<file path="config.mk">
export PLATFORM = sky130hd
export DESIGN_NAME = rotary_quad_counter_flat
export DESIGN_NICKNAME = d
export VERILOG_FILES = /design/src/rtl/rotary_pkg.sv /design/src/rtl/rotary_quad_counter_if.sv /design/src/rtl/rotary_filter.sv /design/src/rtl/rotary_quad_counter.sv /design/src/flat_wrapper.sv
export SDC_FILE = /design/constraint.sdc
export NUM_CORES = 1
export LEC_CHECK = 0
export ABC_AREA = 0
export BUFFER_PORTS_ARGS = -buffer_cell sky130_fd_sc_hd__buf_2
export CAP_MARGIN = 20
export CORE_ASPECT_RATIO = 1.5
export CORE_UTILIZATION = 27
export DETAILED_ROUTE_END_ITERATION = 8
export PLACE_DENSITY = 0.44
export SYNTH_ARGS = -nofsm -noshare
export SYNTH_HDL_FRONTEND = slang
export SYNTH_SLANG_ARGS = --single-unit
export TNS_END_PERCENT = 1
</file>
<file path="constraint.sdc">
create_clock -name clk -period 2.8 [get_ports clk]
set_clock_uncertainty 0.1 [all_clocks]
set_input_delay 0.14 -clock clk [delete_from_list [all_inputs] [get_ports clk]]
set_output_delay 0.14 -clock clk [all_outputs]
set_load 0.005 [all_outputs]
</file>
<file path="src/rtl/rotary_pkg.sv">
`default_nettype none
// ============================================================================
// Module      : rotary_pkg
// Description : Shared constants for the rotary quadrature counter: LED display
//               modes, step directions, FSM state encoding and counter widths.
// Revision    : 1.0 - initial release
// ============================================================================
package rotary_pkg;

  // LED display modes
  localparam logic LED_BIN    = 1'b0;
  localparam logic LED_ONEHOT = 1'b1;

  // Step directions (reported on dir)
  localparam logic DIR_CW  = 1'b0;
  localparam logic DIR_CCW = 1'b1;

  // Control FSM state encoding
  localparam logic [0:0] ST_INIT = 1'b0;
  localparam logic [0:0] ST_RUN  = 1'b1;

  // Debounce stability counter width (FILT_LEN is at most 255)
  localparam int FILT_CNT_W = 8;

  // INIT duration counter width (2+FILT_LEN is at most 257)
  localparam int INIT_CNT_W = 9;

endpackage
`default_nettype wire

</file>
<file path="src/rtl/rotary_quad_counter_if.sv">
`default_nettype none
// ============================================================================
// Module      : rotary_quad_counter_if
// Description : Encoder pins, controls and LED/count outputs of the rotary
//               quadrature counter. master = board/driver side, slave = counter.
// Revision    : 1.0 - initial release
// ============================================================================
interface rotary_quad_counter_if #(
  parameter int CNT_W   = 8,
  parameter int NUM_LED = 8
);
  logic               rot_a;
  logic               rot_b;
  logic               en;
  logic               clr;
  logic               led_mode;
  logic [CNT_W-1:0]   count;
  logic               step;
  logic               dir;
  logic               limit;
  logic [NUM_LED-1:0] led;

  modport master (
    output rot_a, rot_b, en, clr, led_mode,
    input  count, step, dir, limit, led
  );

  modport slave (
    input  rot_a, rot_b, en, clr, led_mode,
    output count, step, dir, limit, led
  );
endinterface
`default_nettype wire

</file>
<file path="src/rtl/rotary_filter.sv">
`default_nettype none
// ============================================================================
// Module      : rotary_filter
// Description : Two-flop synchroniser plus stability-count debounce for one
//               encoder channel. While init is high the filtered output
//               tracks the synchronised input directly.
// Revision    : 1.0 - initial release
// ============================================================================
module rotary_filter
  import rotary_pkg::*;
#(
  parameter int FILT_LEN = 4
) (
  input  logic clk,
  input  logic rst_n,
  input  logic d,
  input  logic init,
  output logic q
);

  // With FILT_LEN=1 the filter loads on the first cycle s2 differs; otherwise
  // it loads when the counter, started one cycle after s2 settled, hits
  // FILT_LEN-2 (so f changes FILT_LEN cycles after s2).
  localparam bit                    C_SINGLE  = (FILT_LEN <= 1);
  localparam logic [FILT_CNT_W-1:0] C_LOAD_AT = FILT_CNT_W'((FILT_LEN > 1) ? FILT_LEN - 2 : 0);

  logic                  s1_q, s1_d;
  logic                  s2_q, s2_d;
  logic                  s2p_q, s2p_d;
  logic                  f_q, f_d;
  logic [FILT_CNT_W-1:0] cnt_q, cnt_d;
  logic                  changed;

  // Register stage: synchroniser, change detector, filtered value and counter
  always_ff @(posedge clk or negedge rst_n) begin
    if (!rst_n) begin
      s1_q  <= 1'b0;
      s2_q  <= 1'b0;
      s2p_q <= 1'b0;
      f_q   <= 1'b0;
      cnt_q <= '0;
    end else begin
      s1_q  <= s1_d;
      s2_q  <= s2_d;
      s2p_q <= s2p_d;
      f_q   <= f_d;
      cnt_q <= cnt_d;
    end
  end

  // Next-state: count stable cycles of a differing input, load f at the end
  always_comb begin
    s1_d    = d;
    s2_d    = s1_q;
    s2p_d   = s2_q;
    changed = (s2_q != s2p_q);
    f_d     = f_q;
    cnt_d   = '0;
    if (init) begin
      f_d = s2_q;
    end else if (s2_q != f_q) begin
      if (C_SINGLE || (!changed && (cnt_q == C_LOAD_AT))) begin
        f_d = s2_q;
      end else if (!changed) begin
        cnt_d = cnt_q + 1'b1;
      end
    end
  end

  assign q = f_q;

endmodule
`default_nettype wire

</file>
<file path="src/rtl/rotary_quad_counter.sv">
`default_nettype none
// ============================================================================
// Module      : rotary_quad_counter
// Description : Debounced rotary-encoder detent decoder driving a wrap or
//               saturate position counter and a binary/one-hot LED bank.
// Revision    : 1.0 - initial release
// ============================================================================
module rotary_quad_counter
  import rotary_pkg::*;
#(
  parameter int CNT_W    = 8,
  parameter int FILT_LEN = 4,
  parameter int STEP     = 1,
  parameter int WRAP     = 1,
  parameter int NUM_LED  = 8
) (
  input  logic                   clk,
  input  logic                   rst_n,
  rotary_quad_counter_if.slave   bus
);

  localparam logic [INIT_CNT_W-1:0] C_INIT_LAST = INIT_CNT_W'(FILT_LEN + 1);
  localparam logic [CNT_W:0]        C_STEP      = (CNT_W + 1)'(STEP);
  localparam bit                    C_WRAP      = (WRAP != 0);

  logic [0:0]            st_q, st_d;
  logic [INIT_CNT_W-1:0] init_cnt_q, init_cnt_d;
  logic                  init_mode, run_mode;

  logic                  f_a, f_b;
  logic                  fa_prev_q, fa_prev_d;
  logic                  step_q, step_d;
  logic                  dir_q, dir_d;
  logic                  limit_q, limit_d;
  logic [CNT_W-1:0]      count_q, count_d;
  logic [NUM_LED-1:0]    led_q, led_d;
  logic                  fresh_q, fresh_d;

  logic [CNT_W:0]        sum_w, diff_w;
  logic [31:0]           led_idx;

  rotary_filter #(.FILT_LEN(FILT_LEN)) u_filt_a (
    .clk   (clk),
    .rst_n (rst_n),
    .d     (bus.rot_a),
    .init  (init_mode),
    .q     (f_a)
  );

  rotary_filter #(.FILT_LEN(FILT_LEN)) u_filt_b (
    .clk   (clk),
    .rst_n (rst_n),
    .d     (bus.rot_b),
    .init  (init_mode),
    .q     (f_b)
  );

  // FSM state register with the INIT duration counter
  always_ff @(posedge clk or negedge rst_n) begin
    if (!rst_n) begin
      st_q       <= ST_INIT;
      init_cnt_q <= '0;
    end else begin
      st_q       <= st_d;
      init_cnt_q <= init_cnt_d;
    end
  end

  // FSM next state: hold INIT for 2+FILT_LEN cycles, then RUN until reset
  always_comb begin
    st_d       = st_q;
    init_cnt_d = init_cnt_q;
    case (st_q)
      ST_INIT: begin
        init_cnt_d = init_cnt_q + 1'b1;
        if (init_cnt_q == C_INIT_LAST) begin
          st_d = ST_RUN;
        end
      end
      default: st_d = ST_RUN;
    endcase
  end

  // FSM outputs: filters track raw inputs in INIT, decoding only in RUN
  always_comb begin
    init_mode = (st_q == ST_INIT);
    run_mode  = (st_q == ST_RUN);
  end

  // Datapath registers: edge detector, step/dir/limit, count and LEDs
  always_ff @(posedge clk or negedge rst_n) begin
    if (!rst_n) begin
      fa_prev_q <= 1'b0;
      step_q    <= 1'b0;
      dir_q     <= DIR_CW;
      limit_q   <= 1'b0;
      count_q   <= '0;
      led_q     <= '0;
      fresh_q   <= 1'b1;
    end else begin
      fa_prev_q <= fa_prev_d;
      step_q    <= step_d;
      dir_q     <= dir_d;
      limit_q   <= limit_d;
      count_q   <= count_d;
      led_q     <= led_d;
      fresh_q   <= fresh_d;
    end
  end

  // Decode a detent on f_a rising and compute the next count, limit and LEDs
  always_comb begin
    fa_prev_d = f_a;
    fresh_d   = 1'b0;
    step_d    = run_mode && f_a && !fa_prev_q;
    dir_d     = step_d ? f_b : dir_q;
    sum_w     = {1'b0, count_q} + C_STEP;
    diff_w    = {1'b0, count_q} - C_STEP;
    count_d   = count_q;
    limit_d   = 1'b0;
    if (bus.clr) begin
      count_d = '0;
    end else if (step_d && bus.en) begin
      if (f_b == DIR_CW) begin
        count_d = sum_w[CNT_W-1:0];
        if (sum_w[CNT_W]) begin
          limit_d = 1'b1;
          if (!C_WRAP) count_d = '1;
        end
      end else begin
        count_d = diff_w[CNT_W-1:0];
        if (diff_w[CNT_W]) begin
          limit_d = 1'b1;
          if (!C_WRAP) count_d = '0;
        end
      end
    end
    led_idx = 32'(count_d) % 32'(NUM_LED);
    if (bus.led_mode == LED_ONEHOT) begin
      led_d = NUM_LED'(1) << led_idx;
    end else begin
      led_d = NUM_LED'(count_d);
    end
  end

  // Until the first edge after reset the LED register has not seen led_mode,
  // so the reset display (all off / LED 0 lit) is chosen directly from it.
  assign bus.led   = fresh_q ? ((bus.led_mode == LED_ONEHOT) ? NUM_LED'(1) : '0) : led_q;
  assign bus.count = count_q;
  assign bus.step  = step_q;
  assign bus.dir   = dir_q;
  assign bus.limit = limit_q;

endmodule
`default_nettype wire

</file>
<file path="src/flat_wrapper.sv">
// flat-port wrapper written by rule: the top's interface ports become plain ports
module rotary_quad_counter_flat import rotary_pkg::*;
#(
  parameter int CNT_W    = 8,
  parameter int FILT_LEN = 4,
  parameter int STEP     = 1,
  parameter int WRAP     = 1,
  parameter int NUM_LED  = 8
)
  (clk, rst_n, bus_rot_a, bus_rot_b, bus_en, bus_clr, bus_led_mode, bus_count, bus_step, bus_dir, bus_limit, bus_led);
  rotary_quad_counter_if #(.CNT_W(CNT_W), .NUM_LED(NUM_LED)) bus_i ();
  input  logic clk;
  input  logic rst_n;
  input wire logic [$bits(bus_i.rot_a)-1:0] bus_rot_a;
  input wire logic [$bits(bus_i.rot_b)-1:0] bus_rot_b;
  input wire logic [$bits(bus_i.en)-1:0] bus_en;
  input wire logic [$bits(bus_i.clr)-1:0] bus_clr;
  input wire logic [$bits(bus_i.led_mode)-1:0] bus_led_mode;
  output wire logic [$bits(bus_i.count)-1:0] bus_count;
  output wire logic [$bits(bus_i.step)-1:0] bus_step;
  output wire logic [$bits(bus_i.dir)-1:0] bus_dir;
  output wire logic [$bits(bus_i.limit)-1:0] bus_limit;
  output wire logic [$bits(bus_i.led)-1:0] bus_led;
  assign bus_i.rot_a = bus_rot_a;
  assign bus_i.rot_b = bus_rot_b;
  assign bus_i.en = bus_en;
  assign bus_i.clr = bus_clr;
  assign bus_i.led_mode = bus_led_mode;
  assign bus_count = bus_i.count;
  assign bus_step = bus_i.step;
  assign bus_dir = bus_i.dir;
  assign bus_limit = bus_i.limit;
  assign bus_led = bus_i.led;
  rotary_quad_counter #(.CNT_W(CNT_W), .FILT_LEN(FILT_LEN), .STEP(STEP), .WRAP(WRAP), .NUM_LED(NUM_LED)) u_core (.clk(clk), .rst_n(rst_n), .bus(bus_i));
endmodule
</file>
==> impl_summary.md, run 1 <==
Global route
The wire length of the first global-routing pass is 9430 microns. The via count of the first global-routing pass was 1967. For this run the aggregate overflow at the end of global routing stands at 0. The pin count of the biggest net entering global routing is 35. The overall routing resource usage is 0.125. The initial antenna violation count came to 0.

Worst setup path
The data arrival time at the worst-slack endpoint is 2.40 ns. The kind of critical path is reg -> reg. The worst setup path is launched from a flip-flop. Of all nets on the critical path, the largest fanout is 13. Data on the critical path is required at its endpoint by 2.90 ns. The worst setup path is captured at a flip-flop.

Clocking
The clock passes through at most 2 buffers. The number of clock sinks is 55. After clock tree synthesis, the clock-pin slew on the worst setup and hold paths is 0.07 ns. The cell sitting at the root of the clock tree is a sky130_fd_sc_hd__clkbuf_16. TritonCTS built the clock tree. The total number of H-tree levels is 2. At the later pin of the worst-skew pair, clock insertion delay measures 0.29 ns. Post-CTS repair changed the size of 0 cells. The clock buffer count from CTS is 5.

Die
The initial utilization of the core area, before any placement, comes to 0.279. The die area is roughly 10000 sq um. The number of placement rows is 43. The width of the chip is 82.1 microns.

The height of the chip is around 120 microns. In this run the count of I/O pins placed on the die edge is 26. The area of the placeable core is 9310 sq um.

Placement
At the end of routability-driven placement, the weighted congestion stood at 0.818. Buffers placed on the I/O ports in this run total 25. The detailed placement HPWL is 3890 microns.

Drt
The number of optimization iterations in the first detailed-route pass is 4. The post-detailed-route wirelength per cell is 13.8 microns. The detailed router finished its first iteration with 81 violations. The remaining antenna violation count is 0. Wires add up to 5510 microns. The routed via count is 1919. The post-route DRC violation count is 0.

The average vias per placed instance is between 4 and 5.

Finish
The number of nets in the finished design is 300. For this run, the share of the core covered by cells in the final layout is 0.331. In the final layout, the share of cells above drive strength 1 is 0.140. The most frequent standard cell in the layout excluding fill and tap cells is sky130_fd_sc_hd__dfrtp_1. From synthesis to final layout, the design area changed by 18.5%. The repair_antennas step left the layout with diodes totalling 0. In the layout the commonest cells are sky130_fd_sc_hd__dfrtp_1 (54), sky130_fd_sc_hd__nor2_1 (33), sky130_fd_sc_hd__buf_2 (25), sky130_fd_sc_hd__nand3_1 (18).

Flow run
Across the run, the number of max-cap violations was 0.

STA
Timing would allow up to 0.435 GHz. The final-report setup violation count is 0. The routed design could run at a clock period as short as 2.30 ns. The worst slew margin relative to its limit is 0.518.

The actual transition at the worst max-transition pin is roughly 0.7 ns. Setup repair after global routing left no endpoint under its margin. The hold violation total from the final report was 0. The number of max-slew violations in the final report came to 0.

Of the available clock period, the critical path in the final layout requires 0.821. Setup total negative slack on the finished layout was measured at 0 ns.

Synthesis
The dominant synthesized flop cell is sky130_fd_sc_hd__dfrtp_1. The number of cells produced by synthesis is 254. The mapped cell area is 2600 sq um.

The post-synthesis register bit count is 55. Yosys printed 0 warnings. The sequential cell area fraction in the yosys report is 0.530.

The net count after synthesis is 269. The synthesized design contains 0 enable-type register cells. The netlist uses 42 different library cells. The synthesized area per cell is between 10 and 15 sq um.

After synthesis, the share of flip-flops with an asynchronous set or reset is 1.00.

Min path
The worst hold path class is in -> reg.

Power
The power density relative to cell area is 735 nW/um^2. The worst-case IR drop observed on VDD is 0.324 mV. The static leakage power is 1.43 nW.

Outcome
The flow ran to the end, and the final reports show no timing, DRC or antenna violations.
flip-flops by register name (all words and copies together), names as in the netlist:
register	count
u_core.led_q	8
u_core.fresh_q	1
u_core.bus.dir	1
u_core.u_filt_b.s2p_q	1
u_core.u_filt_a.s2p_q	1
u_core.init_cnt_q	9
u_core.run_mode	1
u_core.u_filt_a.s2_q	1
u_core.fa_prev_q	1
u_core.u_filt_b.cnt_q	8
u_core.u_filt_b.s1_q	1
u_core.u_filt_a.q	1
u_core.u_filt_a.cnt_q	8
u_core.bus.step	1
u_core.bus.limit	1
u_core.u_filt_b.q	1
u_core.bus.count	8
u_core.u_filt_a.s1_q	1
u_core.u_filt_b.s2_q	1
cell usage after synthesis, types with 6 or more instances:
library cell / count / area share
sky130_fd_sc_hd__nor2b_1: 9 / 0.022
sky130_fd_sc_hd__nand2_1: 14 / 0.020
sky130_fd_sc_hd__xor2_1: 14 / 0.047
sky130_fd_sc_hd__ha_1: 8 / 0.038
sky130_fd_sc_hd__xnor2_1: 13 / 0.044
sky130_fd_sc_hd__nand3_1: 18 / 0.035
sky130_fd_sc_hd__dfrtp_1: 54 / 0.52
sky130_fd_sc_hd__nor2_1: 33 / 0.048
sky130_fd_sc_hd__and3_1: 6 / 0.014
sky130_fd_sc_hd__o21ai_0: 11 / 0.021
sky130_fd_sc_hd__inv_1: 11 / 0.016
sky130_fd_sc_hd__clkbuf_1: 6 / 0.0087
final timing paths:
kind / startpoint / endpoint / slack (ns) / cells past startpoint
hold reg to reg: u_core.u_filt_b.s1_q$_DFF_PN0_ / u_core.u_filt_b.s2_q$_DFF_PN0_ / 0.25 / 0
hold / removal: bus_clr / u_core.bus.count[4]$_DFF_PN0_ / 0.14 / 2
max in group asynchronous: rst_n / u_core.fresh_q$_DFF_PN1_ / 1.47 / 3
min in group asynchronous: rst_n / u_core.bus.count[6]$_DFF_PN0_ / 0.26 / 2
setup / recovery: u_core.bus.count[0]$_DFF_PN0_ / u_core.led_q[6]$_DFF_PN0_ / 0.50 / 6
setup reg to reg: u_core.bus.count[0]$_DFF_PN0_ / u_core.led_q[6]$_DFF_PN0_ / 0.50 / 6
per-layer routing:
| metal | share of wire | vias to the layer above | global-route usage |
|---|---|---|---|
| li1 | - | 940 | - |
| met1 | 0.42 | 936 | 0.145 |
| met2 | 0.51 | 34 | 0.213 |
| met3 | 0.034 | 9 | 0.0260 |
| met4 | 0.031 | 0 | 0.0636 |
| met5 | 0 | - | 0 |
metrics by stage:
| stage | instance area, sq um | setup WS (ns) | std cells | hold slack [ns] | power [mW] |
|---|---|---|---|---|---|
| detailed placement | 2860 | 0.543 | 387 | 0.0564 | 1.49 |
| global placement | 2860 | 0.579 | 387 | 0.0570 | 1.49 |
| global route | 3080 | 0.352 | 398 | 0.176 | 2.41 |
| floorplan | 2600 | 0.715 | 254 | -0.256 | 1.31 |
| CTS | 3080 | 0.526 | 398 | 0.134 | 2.30 |
| finish | 3080 | 0.501 | 398 | 0.143 | 2.26 |
power by group:
group | switching, mW | internal, mW | total [mW]
Combinational | 0.253 | 0.206 | 0.458
Clock | 0.281 | 0.513 | 0.794
Sequential | 0.125 | 0.887 | 1.01
Total | 0.658 | 1.61 | 2.26
worst max-delay path: stages, from the launching register on:
cell and delay, ns:
sky130_fd_sc_hd__dfrtp_1 0.59, sky130_fd_sc_hd__inv_1 0.16, sky130_fd_sc_hd__ha_1 0.33, sky130_fd_sc_hd__xnor2_1 0.16, sky130_fd_sc_hd__o41ai_1 0.61, sky130_fd_sc_hd__nand3_1 0.15
sky130_fd_sc_hd__o31ai_1 0.09
area by class of cell:
cell class              instances  area (sq um)
clock buffers                   6           129
fillers                       976          6230
flip-flops and latches         55          1380
multi-input cells             181          1160
well taps                     112           140
inverters                      11          41.3
repair buffers                 31           178
clock inverters                 2          60.1
kinds of logic (layout without fill, tap and decap cells):
family / after synthesis / in the layout / share of synthesized area
AOI/OAI and AO/OA: 34 / 34 / 0.0837
xor gates and xnor gates: 27 / 27 / 0.0909
adders and majority gates: 8 / 8 / 0.0385
buffers and inverters: 18 / 50 / 0.0260
DFF: 55 / 55 / 0.530
muxes: 4 / 4 / 0.0164
other: 1 / 1 / 0.00144
and+or+nand+nor: 107 / 107 / 0.214
timing repair:
action                                 in CTS  in global routing
endpoints found under the hold margin      23                  0
setup buffers                               0                  0
hold buffers                                3                  0
Power figures use the tool's default switching activity.
==> inputs of run 2 (changes only) <==
--- a/config.mk
+++ b/config.mk
@@ -11,7 +11,7 @@
 export CORE_ASPECT_RATIO = 1.5
 export CORE_UTILIZATION = 27
 export DETAILED_ROUTE_END_ITERATION = 8
-export PLACE_DENSITY = 0.44
+export PLACE_DENSITY = 0.45
 export SYNTH_ARGS = -nofsm -noshare
 export SYNTH_HDL_FRONTEND = slang
 export SYNTH_SLANG_ARGS = --single-unit
==> constraint.sdc (replaced) <==
create_clock -name clk -period 2 [get_ports clk]
set_clock_uncertainty 0.1 [all_clocks]
set_input_delay 0.1 -clock clk [delete_from_list [all_inputs] [get_ports clk]]
set_output_delay 0.1 -clock clk [all_outputs]
set_load 0.005 [all_outputs]
==> impl_summary.md, run 2 (synthesized netlist as in run 1, its figures left out) <==
Die
The effective utilization at floorplan was 0.279 (unchanged). The height of the chip came to 122 microns (unchanged). The die area is 10000 sq um (unchanged). The area of the placeable core is 9310 sq um (unchanged). The number of top-level design ports came to 26 (unchanged). The width of the chip is 82.1 microns (unchanged). The number of placement rows is 43 (unchanged).

Placement
The routability congestion estimate is 0.730 (-11%). The instance area at placement came to 2940 sq um (+2.5%). The detailed placement HPWL is 3940 microns (+1.2%). The count of buffers from port buffering was 25 (unchanged).

Global route
The total global routing overflow was 0 (unchanged). The overall routing resource usage is 0.119 (-0.00646). The wire length of the first global-routing pass was 9120 microns (-3.3%).

The pin count of the biggest net entering global routing was 23 (-34%). The initial antenna violation count is 0 (unchanged). The via count of the first global-routing pass was 1962 (-0.25%).

Clocking
The maximum number of buffers from clock root to sink was 2 (unchanged). The tree is rooted in a sky130_fd_sc_hd__clkbuf_16. TritonCTS built the clock tree. The clock-pin slew on the worst setup and hold paths was 0.08 ns (about the same). The total number of H-tree levels was 2 (unchanged). The clock latency on the worst-skew pair is 0.30 ns (about the same). The clock buffer count from CTS was 5 (unchanged). The number of clock sinks is 55 (unchanged).

STA
Setup repair after global routing could not meet its margin everywhere. The period utilization is 1.01 (+0.188). The final period demand of the worst path was 2.02 ns (-0.280 ns). The upper clock frequency limit is 0.495 GHz (+14%). The hold violation total from the final report is 0 (unchanged).

The final-report setup violation count was 1 (+1). The number of max-slew violations in the final report was 0 (unchanged). The minimum setup slack in the final design is -0.0188 ns (-0.520 ns). The worst hold slack after final layout is 0.0986 ns (-0.0449 ns).

Finish
The number of flip-flops under the largest register name is 9 (unchanged). The number of fill cells is 980 (+0.41%). The total inserted antenna cells is 0 (unchanged). The area used by multi-input combinational logic is 1200 sq um (+4.2%).

The proportion of layout cells with a drive suffix above 1 is 0.209 (+0.0696). The sequential cell area in the final layout is 1380 sq um (about the same). The post-route core utilization is 0.339 (+0.00833). In the layout the commonest cells are sky130_fd_sc_hd__dfrtp_1 (53), sky130_fd_sc_hd__nor2_1 (33), sky130_fd_sc_hd__buf_2 (25), sky130_fd_sc_hd__nand3_1 (18). The area growth from synthesis to layout is 21.5%.

The register with the most flip-flops in the final layout is u_core.init_cnt_q. The library cell used most frequently in the layout, excluding fill and tap cells, is sky130_fd_sc_hd__dfrtp_1. The post-route standard cell area excluding fillers is 3160 sq um (+2.5%).

The number of nets in the finished design came to 310 (+3.3%).

Worst setup path
The critical path in this run is classified as reg -> reg. The worst setup path is captured at a flip-flop. The data arrival time at the worst-slack endpoint is 2.10 ns (-0.30 ns). The worst setup path is launched from a flip-flop.

For this design, the slowest cell found on the critical path is sky130_fd_sc_hd__or4b_4. The maximum fanout count along the critical path is 2 (-11). The buffering stage count on the worst path with inverters included is 0 (-1). The signal on the critical path passes through or4b_4 -> or3_4 -> a211o_1 -> mux2i_1 -> o31ai_1.

The maximum single-stage delay on the critical path is 0.54 ns (-0.07 ns). The critical path data required time was 2.08 ns (-0.82 ns). The kind of cell adding the most delay to the critical path is simple AND/OR/NAND/NOR gates.

Power
The power density relative to cell area is 969 nW/um^2 (+32%). The static leakage power is 1.47 nW (+2.5%). The maximum ir drop on the vdd rail is 0.458 mV (+41%).

Drt
The average vias per placed instance came to 4.72 (-2.1%). The met3 wirelength from detailed routing came to 206 microns (+11%). The count of routing violations after the opening detailed-route iteration was 99 (+22%). The routed metal-1 wirelength is 2310 microns (-0.56%).

The post-detailed-route wirelength per cell is 13.2 microns (-4.5%). The met2 wire length is 2780 microns (-1.9%). The top layer used by detailed routing is met4. The number of optimization iterations in the first detailed-route pass is 4 (unchanged). The post-route DRC violation count is 0 (unchanged). The remaining antenna violation count was 0 (unchanged).

The routed via count came to 1926 (+0.36%). The total wirelength of the detailed-routed design is 5390 microns (-2.1%).

Flow run
The number of violations of the max-capacitance limit is 0 (unchanged).

Outcome
The checks that failed: setup timing. The run finished, with violations left.

Min path
The min-delay analysis places its worst path in the category in -> reg.
run 2: changes by cell type in the layout (fill, tap and decap cells not counted), sizes merged:
cell and delta:
buf +10, bufinv -2, clkinv +1, clkinvlp +1
run 2: area by class of cell:
type,instances,share of cell area
clock buffers,6,0.0408
clock inverters,2,0.00396
inverters,11,0.0131
flip-flops and latches,55,0.436
repair buffers,41,0.0800
well taps,112,0.0444
multi-input cells,181,0.381
run 2: path summary, 6_finish.rpt:
check | startpoint | end | slack [ns] | cells after the start
hold / removal | bus_led_mode | u_core.led_q[0]$_DFF_PN0_ | 0.1 | 3
setup / recovery | u_core.bus.count[2]$_DFF_PN0_ | u_core.led_q[5]$_DFF_PN0_ | -0.02 | 5
hold reg to reg | u_core.u_filt_b.s1_q$_DFF_PN0_ | u_core.u_filt_b.s2_q$_DFF_PN0_ | 0.26 | 0
max in group asynchronous | rst_n | u_core.fresh_q$_DFF_PN1_ | 0.92 | 3
min in group asynchronous | rst_n | u_core.bus.limit$_DFF_PN0_ | 0.17 | 2
setup reg to reg | u_core.bus.count[2]$_DFF_PN0_ | u_core.led_q[5]$_DFF_PN0_ | -0.02 | 5
run 2: through the flow:
stage                     setup TNS, ns  total power, mW  setup slack (ns)  cells
final                           -0.0188             3.06           -0.0188    408
after detailed placement         -0.104             2.15           -0.0713    396
after global routing             -0.201             3.26           -0.0922    408
after global placement          -0.0551             2.14           -0.0467    396
after floorplan                 -0.0355             1.84           -0.0355    254
after CTS                        -0.112             3.06           -0.0707    407
run 2: where the power goes:
part | internal [mW] | leakage (nW) | switching [mW]
sequential | 1.24 | 0.717 | 0.106
combinational | 0.389 | 0.682 | 0.467
clock | 0.463 | 0.0669 | 0.394
total | 2.10 | 1.47 | 0.967
run 2: layer usage:
metal,GRT usage,vias up
met5,0,-
met4,0.0417,0
met3,0.0297,6
met2,0.206,33
met1,0.138,930
li1,-,957
run 2: what timing repair did:
| action | in CTS | in global routing |
|---|---|---|
| gates resized for setup | 4 | 7 |
| cloned | 0 | 0 |
| buffers inserted | 0 | 1 |
| hold endpoints to repair | 19 | 0 |
| setup endpoints to repair | 4 | 10 |
| pin swaps | 2 | 2 |
| hold buffers | 3 | 0 |
run 2: tightest hold or removal path: cells and delay by family:
kind                   cells  cell delay, ns
AO/OA/AOI/OAI              1            0.06
AND/OR/NAND/NOR            1            0.09
buffers and inverters      1            0.19
==> inputs of run 3 (changes only) <==
--- a/config.mk
+++ b/config.mk
@@ -9,10 +9,12 @@
 export BUFFER_PORTS_ARGS = -buffer_cell sky130_fd_sc_hd__buf_2
 export CAP_MARGIN = 20
 export CORE_ASPECT_RATIO = 1.5
+export CORE_MARGIN = 2
 export CORE_UTILIZATION = 27
 export DETAILED_ROUTE_END_ITERATION = 8
 export PLACE_DENSITY = 0.45
 export SYNTH_ARGS = -nofsm -noshare
 export SYNTH_HDL_FRONTEND = slang
+export SYNTH_HIERARCHICAL = 1
 export SYNTH_SLANG_ARGS = --single-unit
 export TNS_END_PERCENT = 1
==> impl_summary.md, run 3 <==
Worst setup path
The worst setup path is captured at a flip-flop. In this run the critical register-to-register path is launched from u_core/bus.count[1]$_DFF_PN0_. The worst setup path is launched from a flip-flop. The register-to-register setup slack is 0.1 ns (+0.12 ns). The maximum single-stage delay on the critical path was 0.39 ns (-0.15 ns). The number of cells on the worst reg-to-reg path came to 6 (+1). The worst setup path is of the reg -> reg kind. For this design, the slowest cell found on the critical path is sky130_fd_sc_hd__dfrtp_1. The critical path goes through inv_1 -> ha_1 -> mux2i_2 -> or3_1 -> a221o_1 -> o211ai_1. The data arrival time at the worst-slack endpoint is 2.02 ns (-0.08 ns). The end of the worst register-to-register path is u_core/led_q[6]$_DFF_PN0_. The maximum fanout count along the critical path is 4 (+2). The end of the critical path is u_core/led_q[6]$_DFF_PN0_.

The critical path data required time is 2.12 ns (+0.04 ns). The startpoint of the worst setup timing path is u_core/bus.count[1]$_DFF_PN0_.

Placement
The pre-CTS setup slack is 0.0500 ns (+0.121 ns). The detailed placement HPWL is 4560 microns (+16%). The count of buffers from port buffering is 25 (unchanged). The instance area at placement is 3240 sq um (+10%). The cell total after placement is 446 (+13%). The routability congestion estimate is 0.869 (+19%).

Finish
The library cell used most frequently in the layout, excluding fill and tap cells, is sky130_fd_sc_hd__dfrtp_1. The growth of design area from synthesis to finish is 21.5% (about the same). The count of placed standard cells in the final layout, fillers left out is 457 (+12%).

The number of flip-flops under the largest register name was 9 (unchanged). The post-route core utilization came to 0.338 (-0.00167). The proportion of layout cells with a drive suffix above 1 was 0.225 (+0.0152). The total inserted antenna cells came to 0 (unchanged).

The area used by multi-input combinational logic was 1380 sq um (+15%). The sequential cell area in the final layout is 1380 sq um (about the same). The post-route standard cell area excluding fillers is 3440 sq um (+9.0%). The number of fill cells is 1063 (+8.5%). The largest register by flop count is u_core/init_cnt_q. In the layout the commonest cells are sky130_fd_sc_hd__dfrtp_1 (54), sky130_fd_sc_hd__buf_2 (25), sky130_fd_sc_hd__buf_4 (19), sky130_fd_sc_hd__o21ai_0 (15), sky130_fd_sc_hd__nor3_1 (15).

The number of nets in the finished design was 330 (+6.5%).

Drt
The count of routing violations after the opening detailed-route iteration is 71 (-28%). The routed via count is 2213 (+15%). The post-route DRC violation count was 0 (unchanged). The remaining antenna violation count is 0 (unchanged). The number of optimization iterations in the first detailed-route pass is 4 (unchanged). The average vias per placed instance is 4.84 (+2.6%). The total wirelength of the detailed-routed design is 6230 microns (+15%).

The post-detailed-route wirelength per cell is 13.6 microns (+3.1%).

Clocking
The clock-pin slew on the worst setup and hold paths came to 0.07 ns (about the same). The CTS tree is built. The root buffer cell chosen for the clock tree is sky130_fd_sc_hd__clkbuf_16. The total number of H-tree levels came to 2 (unchanged). The clock buffer count from CTS is 5 (unchanged).

The buffer count from post-CTS setup fixing is 0 (unchanged). The number of clock sinks was 55 (unchanged). The clock latency on the worst-skew pair is 0.29 ns (about the same). The maximum number of buffers from clock root to sink was 2 (unchanged).

Synthesis
The number of cells produced by synthesis is 270 (+6.3%). The dominant synthesized flop cell is sky130_fd_sc_hd__dfrtp_1. The async set-reset flop share out of synthesis was 1.00 (unchanged). The most repeated cell in the gate-level netlist after synthesis is sky130_fd_sc_hd__dfrtp_1.

The net count after synthesis is 285 (+5.9%). The mapped cell area is 2830 sq um (+8.9%). The post-synthesis register bit count is 55 (unchanged). The area share of the leading cell type in the synthesized netlist came to 0.477 (-0.0427). The number of enable flip-flop cells after synthesis is 0 (unchanged). The cell type contributing the most total cell area after synthesis is sky130_fd_sc_hd__dfrtp_1. The sequential cell area fraction in the yosys report is 0.486 (-0.0435). The number of warnings printed during yosys synthesis came to 6 (+6). The count of different cell masters after synthesis is 60 (+43%).

Ranked by total cell area, the synthesized netlist is headed by sky130_fd_sc_hd__dfrtp_1 (48%), sky130_fd_sc_hd__ha_1 (3.5%), sky130_fd_sc_hd__xnor2_1 (3.1%). By count the netlist is led by sky130_fd_sc_hd__dfrtp_1 (54), sky130_fd_sc_hd__o21ai_0 (16), sky130_fd_sc_hd__nor3_1 (15). The synthesized area per cell is 10.5 sq um (+2.5%).

Power
The power density relative to cell area came to 647 nW/um^2 (-33%). The total power of the final layout came to 2.23 mW (-27%). The static leakage power is 1.56 nW (+6.4%).

The maximum ir drop on the vdd rail is 0.306 mV (-33%).

Outcome
The run finished with clean final reports.

Die
The die area is 11300 sq um (+13%). The number of top-level design ports was 26 (unchanged). The height of the chip is 129 microns (+5.9%). The width of the chip is 87.7 microns (+6.7%).

The area of the placeable core is 10200 sq um (+9.5%). The effective utilization at floorplan is 0.278 (-0.00139). The number of placement rows came to 45 (+4.7%).

STA
Setup repair after global routing could not meet its margin everywhere. The upper clock frequency limit was 0.526 GHz (+6.2%). The number of max-slew violations in the final report is 0 (unchanged). The final-report setup violation count is 0 (-1). The final period demand of the worst path came to 1.90 ns (-0.117 ns). The period utilization is 0.951 (-0.0587). The minimum setup slack in the final design is 0.0985 ns (+0.117 ns).

The hold violation total from the final report is 0 (unchanged). The worst hold slack after final layout is 0.0720 ns (-0.0266 ns). The aggregate negative setup slack was 0 ns (+0.0188 ns).

Global route
The initial antenna violation count came to 0 (unchanged). The overall routing resource usage is 0.119 (-0.000168). The wire length of the first global-routing pass is 10500 microns (+16%). The via count of the first global-routing pass came to 2126 (+8.4%).

The pin count of the biggest net entering global routing is 21 (-8.7%). The total global routing overflow is 0 (unchanged).

Min path
In this run the worst hold path is classified as in -> reg.

Flow run
The number of violations of the max-capacitance limit is 0 (unchanged).
==> run 3: changes by cell type in the layout (fill, tap and decap cells not counted), sizes merged, moves of 4 or more <==
| cell | change |
|---|---|
| o21ai | +6 |
| nand3b | +4 |
| a31oi | -5 |
| xor2 | -7 |
| nand3 | -5 |
| nor3 | +12 |
| buf | +6 |
| nor2 | -22 |
| a211oi | +6 |
| or3 | +8 |
==> run 3: cell type report <==
| type | count | area share |
|---|---|---|
| Sequential cell | 55 | 0.400 |
| Tap cell | 141 | 0.0513 |
| Clock inverter | 1 | 0.00218 |
| Timing Repair Buffer | 47 | 0.0865 |
| Inverter | 13 | 0.0142 |
| Multi-Input combinational cell | 193 | 0.401 |
| Clock buffer | 7 | 0.0443 |
==> run 3: routing by layer <==
metal / vias to the layer above / part of all wire / track usage
li1: 1082 / - / -
met1: 1067 / 0.43 / 0.143
met2: 57 / 0.51 / 0.203
met3: 7 / 0.035 / 0.0236
met4: 0 / 0.023 / 0.0516
met5: - / 0 / 0
==> run 3: where the power goes <==
group	total, mW	switching, mW	internal [mW]
combinational	0.147	0.0874	0.0597
sequential	1.15	0.0192	1.14
clock	0.927	0.394	0.533
==> run 3: cells by family after synthesis <==
family,after synthesis,share of synthesized area
AO/OA/AOI/OAI,48,0.122
XOR/XNOR,17,0.0525
adder cells (fa/ha/maj),8,0.0353
buffers and inverters,22,0.0327
flip-flops,55,0.486
multiplexers,8,0.0296
other,1,0.00132
AND/OR/NAND/NOR,111,0.240
==> run 3: worst min-delay path by stage <==
stage / start / depth (start not counted) / slack, ns / end
CTS: bus_led_mode / 2 / 0.07 / u_core/led_q[3]$_DFF_PN0_
detailed placement: rst_n / 1 / -0.02 / u_core/led_q[7]$_DFF_PN0_
finish: bus_led_mode / 2 / 0.07 / u_core/led_q[3]$_DFF_PN0_
global route: bus_led_mode / 2 / 0.09 / u_core/led_q[3]$_DFF_PN0_
global placement: rst_n / 1 / -0.02 / u_core/led_q[7]$_DFF_PN0_
floorplan: rst_n / 0 / -0.30 / u_core/bus.count[0]$_DFF_PN0_
==> run 3: critical path: cells and delay by family (launching register included) <==
kind            cells  cell delay [ns]
flops               1             0.39
compound gates      2             0.55
simple gates        1             0.34
fa+ha+maj           1             0.23
buf+inv             1             0.11
mux                 1             0.11
==> run 3: what timing repair did <==
item | in CTS | in global routing
hold buffers | 3 | 0
hold endpoints to repair | 20 | 0
gates resized for setup | 0 | 5
endpoints found under the setup margin | 0 | 5
